**config.mk**
```make
export PLATFORM = sky130hd
export DESIGN_NAME = dp_multicycle_flat
export DESIGN_NICKNAME = d
export VERILOG_FILES = /design/src/rtl/dp_pkg.sv /design/src/rtl/dp_multicycle_if.sv /design/src/rtl/dp_alu.sv /design/src/rtl/dp_multicycle.sv /design/src/flat_wrapper.sv
export SDC_FILE = /design/constraint.sdc
export NUM_CORES = 2
export LEC_CHECK = 0
export BUFFER_PORTS_ARGS = -buffer_cell sky130_fd_sc_hd__buf_4
export CORE_UTILIZATION = 36
export DETAILED_ROUTE_END_ITERATION = 8
export HOLD_SLACK_MARGIN = 0.02
export PLACE_DENSITY = 0.53
export SYNTH_ARGS = -nofsm -noshare
export SYNTH_HDL_FRONTEND = slang
export SYNTH_SLANG_ARGS = --single-unit
```
**constraint.sdc**
```tcl
create_clock -name clock -period 17.32 [get_ports clock]
set_clock_uncertainty 0.15 [all_clocks]
set_input_delay 3.464 -clock clock [delete_from_list [all_inputs] [get_ports clock]]
set_output_delay 3.464 -clock clock [all_outputs]
set_load 0.01 [all_outputs]
```
**src/rtl/dp_pkg.sv**
```systemverilog
// Shared encodings for the J17 multi-cycle datapath: ALU codes, PC codes, FSM states.
// Pure declarations, no logic, so it carries no latency or backpressure.
package dp_pkg;

   localparam logic [3:0] ALU_PASS = 4'd0;
   localparam logic [3:0] ALU_ADD  = 4'd1;
   localparam logic [3:0] ALU_SUB  = 4'd2;
   localparam logic [3:0] ALU_MUL  = 4'd3;
   localparam logic [3:0] ALU_DIV  = 4'd4;
   localparam logic [3:0] ALU_MOD  = 4'd5;
   localparam logic [3:0] ALU_OR   = 4'd6;
   localparam logic [3:0] ALU_AND  = 4'd7;
   localparam logic [3:0] ALU_XOR  = 4'd8;
   localparam logic [3:0] ALU_NOT  = 4'd9;
   localparam logic [3:0] ALU_SHR  = 4'd10;
   localparam logic [3:0] ALU_SHL  = 4'd11;

   localparam logic [3:0] PC_NEXT  = 4'd0;
   localparam logic [3:0] PC_BEQ   = 4'd1;
   localparam logic [3:0] PC_BLT   = 4'd2;
   localparam logic [3:0] PC_BGT   = 4'd3;
   localparam logic [3:0] PC_BNE   = 4'd4;
   localparam logic [3:0] PC_BLE   = 4'd5;
   localparam logic [3:0] PC_BGE   = 4'd6;
   localparam logic [3:0] PC_BNZ   = 4'd7;
   localparam logic [3:0] PC_BZ    = 4'd8;
   localparam logic [3:0] PC_JREG  = 4'd9;
   localparam logic [3:0] PC_HALT  = 4'd10;

   typedef enum logic [2:0] {
      ST_IDLE,
      ST_RD1,
      ST_RD2,
      ST_EXEC,
      ST_WB
   } state_t;

endpackage

```
**src/rtl/dp_multicycle_if.sv**
```systemverilog
// Decoder-side instruction handshake plus data-RAM port and status of the J17 datapath.
// master = decoder/RAM side, slave = datapath; instr_ready is the only backpressure.
interface dp_multicycle_if #(
   parameter int WIDTH  = 32,
   parameter int NREGS  = 8,
   parameter int IMM_W  = 21,
   parameter int ADDR_W = 10,
   parameter int PC_W   = 32
);
   localparam int RIDX = $clog2(NREGS);

   logic              instr_valid;
   logic              instr_ready;
   logic [3:0]        alucode;
   logic [3:0]        pc_control;
   logic [RIDX-1:0]   rd;
   logic [RIDX-1:0]   rs2;
   logic [RIDX-1:0]   rt;
   logic [IMM_W-1:0]  imm;
   logic              im_control;
   logic              flag;
   logic              flag1;
   logic              writecode;
   logic [ADDR_W-1:0] mem_addr;
   logic              mem_we;
   logic [WIDTH-1:0]  mem_wdata;
   logic [WIDTH-1:0]  mem_rdata;
   logic [PC_W-1:0]   PC;
   logic [WIDTH-1:0]  result;
   logic              done;
   logic              err;

   modport master (
      output instr_valid, alucode, pc_control, rd, rs2, rt, imm,
             im_control, flag, flag1, writecode, mem_rdata,
      input  instr_ready, mem_addr, mem_we, mem_wdata, PC, result, done, err
   );

   modport slave (
      input  instr_valid, alucode, pc_control, rd, rs2, rt, imm,
             im_control, flag, flag1, writecode, mem_rdata,
      output instr_ready, mem_addr, mem_we, mem_wdata, PC, result, done, err
   );

endinterface

```
**src/rtl/dp_alu.sv**
```systemverilog
// Combinational unsigned ALU, zero latency; mul/div/mod exist only with DP_MULDIV_EN defined,
// otherwise those codes fall into the undefined-code path (all-ones, err_op).
module dp_alu
   import dp_pkg::*;
#(
   parameter int WIDTH = 32
) (
   input  logic [WIDTH-1:0] num1,
   input  logic [WIDTH-1:0] num2,
   input  logic [3:0]       alucode,
   output logic [WIDTH-1:0] result,
   output logic             err_op
);

   always_comb begin
      result = '0;
      err_op = 1'b0;
      case (alucode)
         ALU_PASS: result = num1;
         ALU_ADD:  result = num1 + num2;
         ALU_SUB:  result = num1 - num2;
`ifdef DP_MULDIV_EN
         ALU_MUL:  result = num1 * num2;
         ALU_DIV: begin
            if (num2 == '0) begin
               result = '1;
               err_op = 1'b1;
            end else begin
               result = num1 / num2;
            end
         end
         ALU_MOD: begin
            if (num2 == '0) begin
               result = '1;
               err_op = 1'b1;
            end else begin
               result = num1 % num2;
            end
         end
`endif
         ALU_OR:   result = num1 | num2;
         ALU_AND:  result = num1 & num2;
         ALU_XOR:  result = num1 ^ num2;
         ALU_NOT:  result = ~num1;
         ALU_SHR:  result = num1 >> 1;
         ALU_SHL:  result = num1 << 1;
         default: begin
            result = '1;
            err_op = 1'b1;
         end
      endcase
   end

endmodule

```
**src/rtl/dp_multicycle.sv**
```systemverilog
// J17 multi-cycle datapath: regfile, FSM, PC unit; accept->done 2 cycles +1 per RAM operand.
// instr_ready is high only in IDLE (no queueing); mul/div/mod gated by DP_MULDIV_EN in dp_alu.
module dp_multicycle
   import dp_pkg::*;
#(
   parameter int WIDTH  = 32,
   parameter int NREGS  = 8,
   parameter int IMM_W  = 21,
   parameter int ADDR_W = 10,
   parameter int PC_W   = 32
) (
   input  logic           clock,
   input  logic           reset,
   dp_multicycle_if.slave bus
);
   localparam int RIDX = $clog2(NREGS);

   state_t            state, state_nxt;
   logic [WIDTH-1:0]  regs [NREGS];

   logic [3:0]        alucode_q, pc_control_q;
   logic [RIDX-1:0]   rd_q, rs2_q, rt_q;
   logic [IMM_W-1:0]  imm_q;
   logic              im_q, flag_q, mem2_q, wcode_q;
   logic [WIDTH-1:0]  num1_q, num2_q, result_q;
   logic [PC_W-1:0]   pc_q;
   logic              err_q;

   logic [WIDTH-1:0]  rd_val, rs2_val, rt_val, imm_sext;
   logic [WIDTH-1:0]  alu_a, alu_b, alu_y, towrite;
   logic              alu_err;
   logic [PC_W-1:0]   jump;
   logic              take;

   // Out-of-range register indices read as zero.
   always_comb begin
      rd_val  = '0;
      rs2_val = '0;
      rt_val  = '0;
      if (int'(rd_q)  < NREGS) rd_val  = regs[rd_q];
      if (int'(rs2_q) < NREGS) rs2_val = regs[rs2_q];
      if (int'(rt_q)  < NREGS) rt_val  = regs[rt_q];
   end

   assign imm_sext = WIDTH'($signed(imm_q));

   // With only src1 from RAM its data arrives in EXEC; with both, src1 was parked in RD2.
   assign alu_a   = flag_q ? (mem2_q ? num1_q : bus.mem_rdata) : rd_val;
   assign alu_b   = mem2_q ? bus.mem_rdata : (im_q ? imm_sext : rs2_val);
   assign towrite = wcode_q ? num2_q : result_q;

   dp_alu #(.WIDTH(WIDTH)) u_alu (
      .num1    (alu_a),
      .num2    (alu_b),
      .alucode (alucode_q),
      .result  (alu_y),
      .err_op  (alu_err)
   );

   always_ff @(posedge clock or posedge reset) begin
      if (reset) state <= ST_IDLE;
      else       state <= state_nxt;
   end

   always_comb begin
      state_nxt       = state;
      bus.instr_ready = 1'b0;
      bus.done        = 1'b0;
      bus.mem_we      = 1'b0;
      bus.mem_addr    = '0;
      bus.mem_wdata   = '0;
      case (state)
         ST_IDLE: begin
            bus.instr_ready = 1'b1;
            if (bus.instr_valid) begin
               if (bus.flag)                             state_nxt = ST_RD1;
               else if (bus.flag1 && !bus.im_control)    state_nxt = ST_RD2;
               else                                      state_nxt = ST_EXEC;
            end
         end
         ST_RD1: begin
            bus.mem_addr = ADDR_W'(rd_val);
            state_nxt    = mem2_q ? ST_RD2 : ST_EXEC;
         end
         ST_RD2: begin
            bus.mem_addr = ADDR_W'(rs2_val);
            state_nxt    = ST_EXEC;
         end
         ST_EXEC: state_nxt = ST_WB;
         ST_WB: begin
            bus.done  = 1'b1;
            state_nxt = ST_IDLE;
            if (flag_q) begin
               bus.mem_we    = 1'b1;
               bus.mem_addr  = ADDR_W'(rd_val);
               bus.mem_wdata = towrite;
            end
         end
         default: state_nxt = ST_IDLE;
      endcase
   end

   // Branches compare the operands frozen at the EXEC edge; rd/rt are still pre-WB here.
   always_comb begin
      take = 1'b0;
      jump = PC_W'(1);
      case (pc_control_q)
         PC_NEXT: ;
         PC_BEQ:  take = (num1_q == num2_q);
         PC_BLT:  take = (num1_q <  num2_q);
         PC_BGT:  take = (num1_q >  num2_q);
         PC_BNE:  take = (num1_q != num2_q);
         PC_BLE:  take = (num1_q <= num2_q);
         PC_BGE:  take = (num1_q >= num2_q);
         PC_BNZ:  take = (num1_q != '0);
         PC_BZ:   take = (num1_q == '0);
         PC_JREG: jump = PC_W'(rd_val);
         PC_HALT: jump = '0;
         default: jump = '0;
      endcase
      if (take) jump = PC_W'(rt_val);
   end

   always_ff @(posedge clock or posedge reset) begin
      if (reset) begin
         for (int i = 0; i < NREGS; i++) regs[i] <= '0;
         alucode_q    <= '0;
         pc_control_q <= '0;
         rd_q         <= '0;
         rs2_q        <= '0;
         rt_q         <= '0;
         imm_q        <= '0;
         im_q         <= 1'b0;
         flag_q       <= 1'b0;
         mem2_q       <= 1'b0;
         wcode_q      <= 1'b0;
         num1_q       <= '0;
         num2_q       <= '0;
         result_q     <= '0;
         pc_q         <= '0;
         err_q        <= 1'b0;
      end else begin
         case (state)
            ST_IDLE: begin
               if (bus.instr_valid) begin
                  alucode_q    <= bus.alucode;
                  pc_control_q <= bus.pc_control;
                  rd_q         <= bus.rd;
                  rs2_q        <= bus.rs2;
                  rt_q         <= bus.rt;
                  imm_q        <= bus.imm;
                  im_q         <= bus.im_control;
                  flag_q       <= bus.flag;
                  mem2_q       <= bus.flag1 & ~bus.im_control;
                  wcode_q      <= bus.writecode;
               end
            end
            ST_RD2: begin
               if (flag_q) num1_q <= bus.mem_rdata;
            end
            ST_EXEC: begin
               num1_q   <= alu_a;
               num2_q   <= alu_b;
               result_q <= alu_y;
               if (alu_err) err_q <= 1'b1;
            end
            ST_WB: begin
               if (!flag_q && int'(rd_q) < NREGS) regs[rd_q] <= towrite;
               pc_q <= pc_q + jump;
            end
            default: ;
         endcase
      end
   end

   assign bus.PC     = pc_q;
   assign bus.result = result_q;
   assign bus.err    = err_q;

endmodule

```
**src/flat_wrapper.sv**
```systemverilog
// flat-port wrapper written by rule: the top's interface ports become plain ports
module dp_multicycle_flat import dp_pkg::*;
#(
   parameter int WIDTH  = 32,
   parameter int NREGS  = 8,
   parameter int IMM_W  = 21,
   parameter int ADDR_W = 10,
   parameter int PC_W   = 32
)
  (clock, reset, bus_instr_valid, bus_alucode, bus_pc_control, bus_rd, bus_rs2, bus_rt, bus_imm, bus_im_control, bus_flag, bus_flag1, bus_writecode, bus_mem_rdata, bus_instr_ready, bus_mem_addr, bus_mem_we, bus_mem_wdata, bus_PC, bus_result, bus_done, bus_err);
  dp_multicycle_if #(.WIDTH(WIDTH), .NREGS(NREGS), .IMM_W(IMM_W), .ADDR_W(ADDR_W), .PC_W(PC_W)) bus_i ();
  input  logic clock;
  input  logic reset;
  input wire logic [$bits(bus_i.instr_valid)-1:0] bus_instr_valid;
  input wire logic [$bits(bus_i.alucode)-1:0] bus_alucode;
  input wire logic [$bits(bus_i.pc_control)-1:0] bus_pc_control;
  input wire logic [$bits(bus_i.rd)-1:0] bus_rd;
  input wire logic [$bits(bus_i.rs2)-1:0] bus_rs2;
  input wire logic [$bits(bus_i.rt)-1:0] bus_rt;
  input wire logic [$bits(bus_i.imm)-1:0] bus_imm;
  input wire logic [$bits(bus_i.im_control)-1:0] bus_im_control;
  input wire logic [$bits(bus_i.flag)-1:0] bus_flag;
  input wire logic [$bits(bus_i.flag1)-1:0] bus_flag1;
  input wire logic [$bits(bus_i.writecode)-1:0] bus_writecode;
  input wire logic [$bits(bus_i.mem_rdata)-1:0] bus_mem_rdata;
  output wire logic [$bits(bus_i.instr_ready)-1:0] bus_instr_ready;
  output wire logic [$bits(bus_i.mem_addr)-1:0] bus_mem_addr;
  output wire logic [$bits(bus_i.mem_we)-1:0] bus_mem_we;
  output wire logic [$bits(bus_i.mem_wdata)-1:0] bus_mem_wdata;
  output wire logic [$bits(bus_i.PC)-1:0] bus_PC;
  output wire logic [$bits(bus_i.result)-1:0] bus_result;
  output wire logic [$bits(bus_i.done)-1:0] bus_done;
  output wire logic [$bits(bus_i.err)-1:0] bus_err;
  assign bus_i.instr_valid = bus_instr_valid;
  assign bus_i.alucode = bus_alucode;
  assign bus_i.pc_control = bus_pc_control;
  assign bus_i.rd = bus_rd;
  assign bus_i.rs2 = bus_rs2;
  assign bus_i.rt = bus_rt;
  assign bus_i.imm = bus_imm;
  assign bus_i.im_control = bus_im_control;
  assign bus_i.flag = bus_flag;
  assign bus_i.flag1 = bus_flag1;
  assign bus_i.writecode = bus_writecode;
  assign bus_i.mem_rdata = bus_mem_rdata;
  assign bus_instr_ready = bus_i.instr_ready;
  assign bus_mem_addr = bus_i.mem_addr;
  assign bus_mem_we = bus_i.mem_we;
  assign bus_mem_wdata = bus_i.mem_wdata;
  assign bus_PC = bus_i.PC;
  assign bus_result = bus_i.result;
  assign bus_done = bus_i.done;
  assign bus_err = bus_i.err;
  dp_multicycle #(.WIDTH(WIDTH), .NREGS(NREGS), .IMM_W(IMM_W), .ADDR_W(ADDR_W), .PC_W(PC_W)) u_core (.clock(clock), .reset(reset), .bus(bus_i));
endmodule
```
==> impl_metrics.tcl <==
set metrics [dict create \
    outcome "finished clean" \
    slew_violations 0 \
    maxCapViolCount 0 \
    via_count 27900 \
    final-seq-area_sq_mm 0.0108 \
    routabilityCongestion 0.963 \
    first_iter_violations 3255 \
    drt-total-wl_microns 129000 \
    clock-root-buffer "clkbuf_16" \
    worstMarginPinSlew_ps 1280 \
    cts_sinks 430 \
    met3_usage 0.0585 \
    post-route-cell-area_sq_mm 0.0352 \
    grt_pass1_vias 26000 \
    ys_seq_area_frac 0.351 \
    relSlewSlack 0.122 \
    gr-usage-met1 0.408 \
    hold_viol_final 0 \
    io_buffer_count 186 \
    required_ps 17680 \
    final_cell_mix "418 x dfrtp_1, 391 x nand2_1, 352 x o21ai_0" \
    dr.pass1.iters 8 \
    start_util 0.365 \
    min_period_ps 7810 \
    hold_class "reg -> reg" \
    synth_cell_types 88 \
    antenna_left 0 \
    drc_errors 0 \
    critPathMaxFanout 23 \
    fin_util 0.420 \
    area_growth_pct 15.0 \
    syn_nets 3589 \
    cts_hold_buf 0 \
    final_layout_size_suffix_gt1_frac 0.186 \
    grt_pass1_wl_microns 187000 \
    layout_commonest_cell "dfrtp_1" \
    detail_route.vias_per_cell 6.03 \
    synth_flop_cell "dfrtp_1" \
    rsz0062_at_grt "false" \
    top_usage_layer "met2" \
    die_area_sq_mm 0.0863 \
    crit_type "reg -> reg" \
    insertion_delay_ps 630 \
    fin_tns_setup_ps 0 \
    die_y_microns 294 \
    numCtsBuffers 53 \
    antenna_found_initial 9 \
    cts_setup_buffers 0 \
    worstPathArrival_ps 8170 \
    synth-async-reset-ratio 1.00 \
    die_w_microns 294 \
    period_share 0.451 \
    synth_edf_count 0 \
    grt_start_max_net_pins 154 \
    wl_per_cell_microns 27.9 \
    grtUsageMet2 0.452 \
    cts_tree "done" \
    grt_overflow 0 \
    start_kind "register" \
    cts_resized 0 \
    multiInputGateArea_sq_mm 0.0185 \
    syn_area_sq_mm 0.0306 \
    ios 187 \
    fill_cells 8251 \
    syn_avg_cell_area_sq_um 9.14 \
    synth-seq-cells 430 \
    fmax_mhz 128 \
    h-tree-depth 2 \
    final_nets 3688 \
    grt_usage 0.296 \
    dp_hpwl_microns 92400 \
    num_rows 106 \
    synth_warnings 0 \
    end_kind "register" \
    setup_violations 0 \
    post_dp_cell_area_sq_mm 0.0333 \
    path_clk_slew_ps 60 \
    clockBufferDepth 3 \
    synthCells 3351 \
    core_sq_mm 0.0840 \
]
[state kept, by name (all words and copies together) (netlist names), 4 cells and up]
name                 count
u_core.bus.result       32
u_core.alucode_q         4
u_core.num2_q           32
u_core.num1_q           32
u_core.regs            256
u_core.pc_control_q      4
u_core.imm_q            21
u_core.bus.PC           32
[layout make-up]
class,instances,area share
tap,1134,0.0403
clock buffer,78,0.0443
antenna,1,0.0000711
inverter,137,0.0149
clock inverter,20,0.00881
sequential,430,0.306
multi-input combinational,2553,0.526
timing repair buffer,275,0.0590
[critical path: stages, from the launching register on]
cell,delay (ps)
dfrtp_1,500
ha_1,360
a21oi_1,140
o21ai_0,240
a221oi_1,380
nor2_1,70
o31ai_1,750
mux2_2,460
a31oi_4,550
buf_4,510
o22ai_1,380
ha_1,400
a211o_1,300
a2111oi_2,520
o21ai_1,180
a221oi_2,500
o211a_1,270
o21ai_1,140
a2111oi_2,360
or3_1,200
mux2i_1,200
nand4_1,90
[synthesized netlist by cell type, types with 13 or more instances]
master / instances / area [sq um]
o21ai_0: 352 / 1760
xnor2_1: 57 / 499
nand2_1: 394 / 1480
nor2b_1: 23 / 144
a21oi_1: 235 / 1180
o211ai_1: 28 / 210
o21a_1: 20 / 150
mux2_2: 106 / 1190
o22a_1: 13 / 114
a211oi_1: 26 / 195
mux4_2: 108 / 2430
buf_1: 28 / 105
ha_1: 159 / 1990
nand2b_1: 29 / 181
o21ai_1: 18 / 90.1
nor3_1: 25 / 125
a22oi_1: 40 / 300
a31oi_1: 30 / 188
o221ai_1: 27 / 236
a221oi_1: 37 / 324
inv_1: 132 / 495
o22ai_1: 86 / 538
mux2i_1: 179 / 1790
buf_2: 18 / 90.1
o31ai_1: 13 / 97.6
xor2_1: 20 / 175
nand3_1: 28 / 140
dfrtp_1: 430 / 10800
nor2_1: 282 / 1060
nand4_1: 18 / 113
nor4_1: 15 / 93.8
a21o_1: 38 / 285
clkbuf_1: 172 / 646
[metrics by stage]
step                      hold WS (ps)  setup WS (ps)  std cells
after floorplan                    321           1730       3351
after global placement             319           9240       4529
after detailed placement           316           9080       4529
after CTS                          329           9570       4627
after global routing               361           9240       4627
final                              332           9510       4628
[logic make-up after synthesis]
group | Yosys count | synth area share
muxes | 394 | 0.178
xor gates and xnor gates | 77 | 0.0220
DFF | 430 | 0.351
adders and majority gates | 161 | 0.0662
AOI/OAI and AO/OA | 1045 | 0.211
and+or+nand+nor | 876 | 0.124
buffers and inverters | 368 | 0.0485
[per-layer routing]
layer,share of wire,vias to the layer above
met5,0.00072,-
met3,0.091,237
met1,0.42,13800
met2,0.44,1314
li1,-,12500
met4,0.048,14
[path summary, 6_finish.rpt]
kind | slack (ps) | end | cells after the start | from
setup / recovery | 9510 | u_core.bus.PC[31] | 21 | u_core.num1_q[11]
hold / removal | 330 | u_core.bus.err | 1 | u_core.bus.err
setup reg to reg | 9510 | u_core.bus.PC[31] | 21 | u_core.num1_q[11]
hold reg to reg | 330 | u_core.bus.err | 1 | u_core.bus.err
max in group asynchronous | 12010 | u_core.mem2_q | 4 | reset
min in group asynchronous | 2800 | u_core.imm_q[1] | 2 | reset
Power is left out: the tool's default activity adds up to more than one toggle a clock period on the data nets, which glitch-free logic cannot reach.
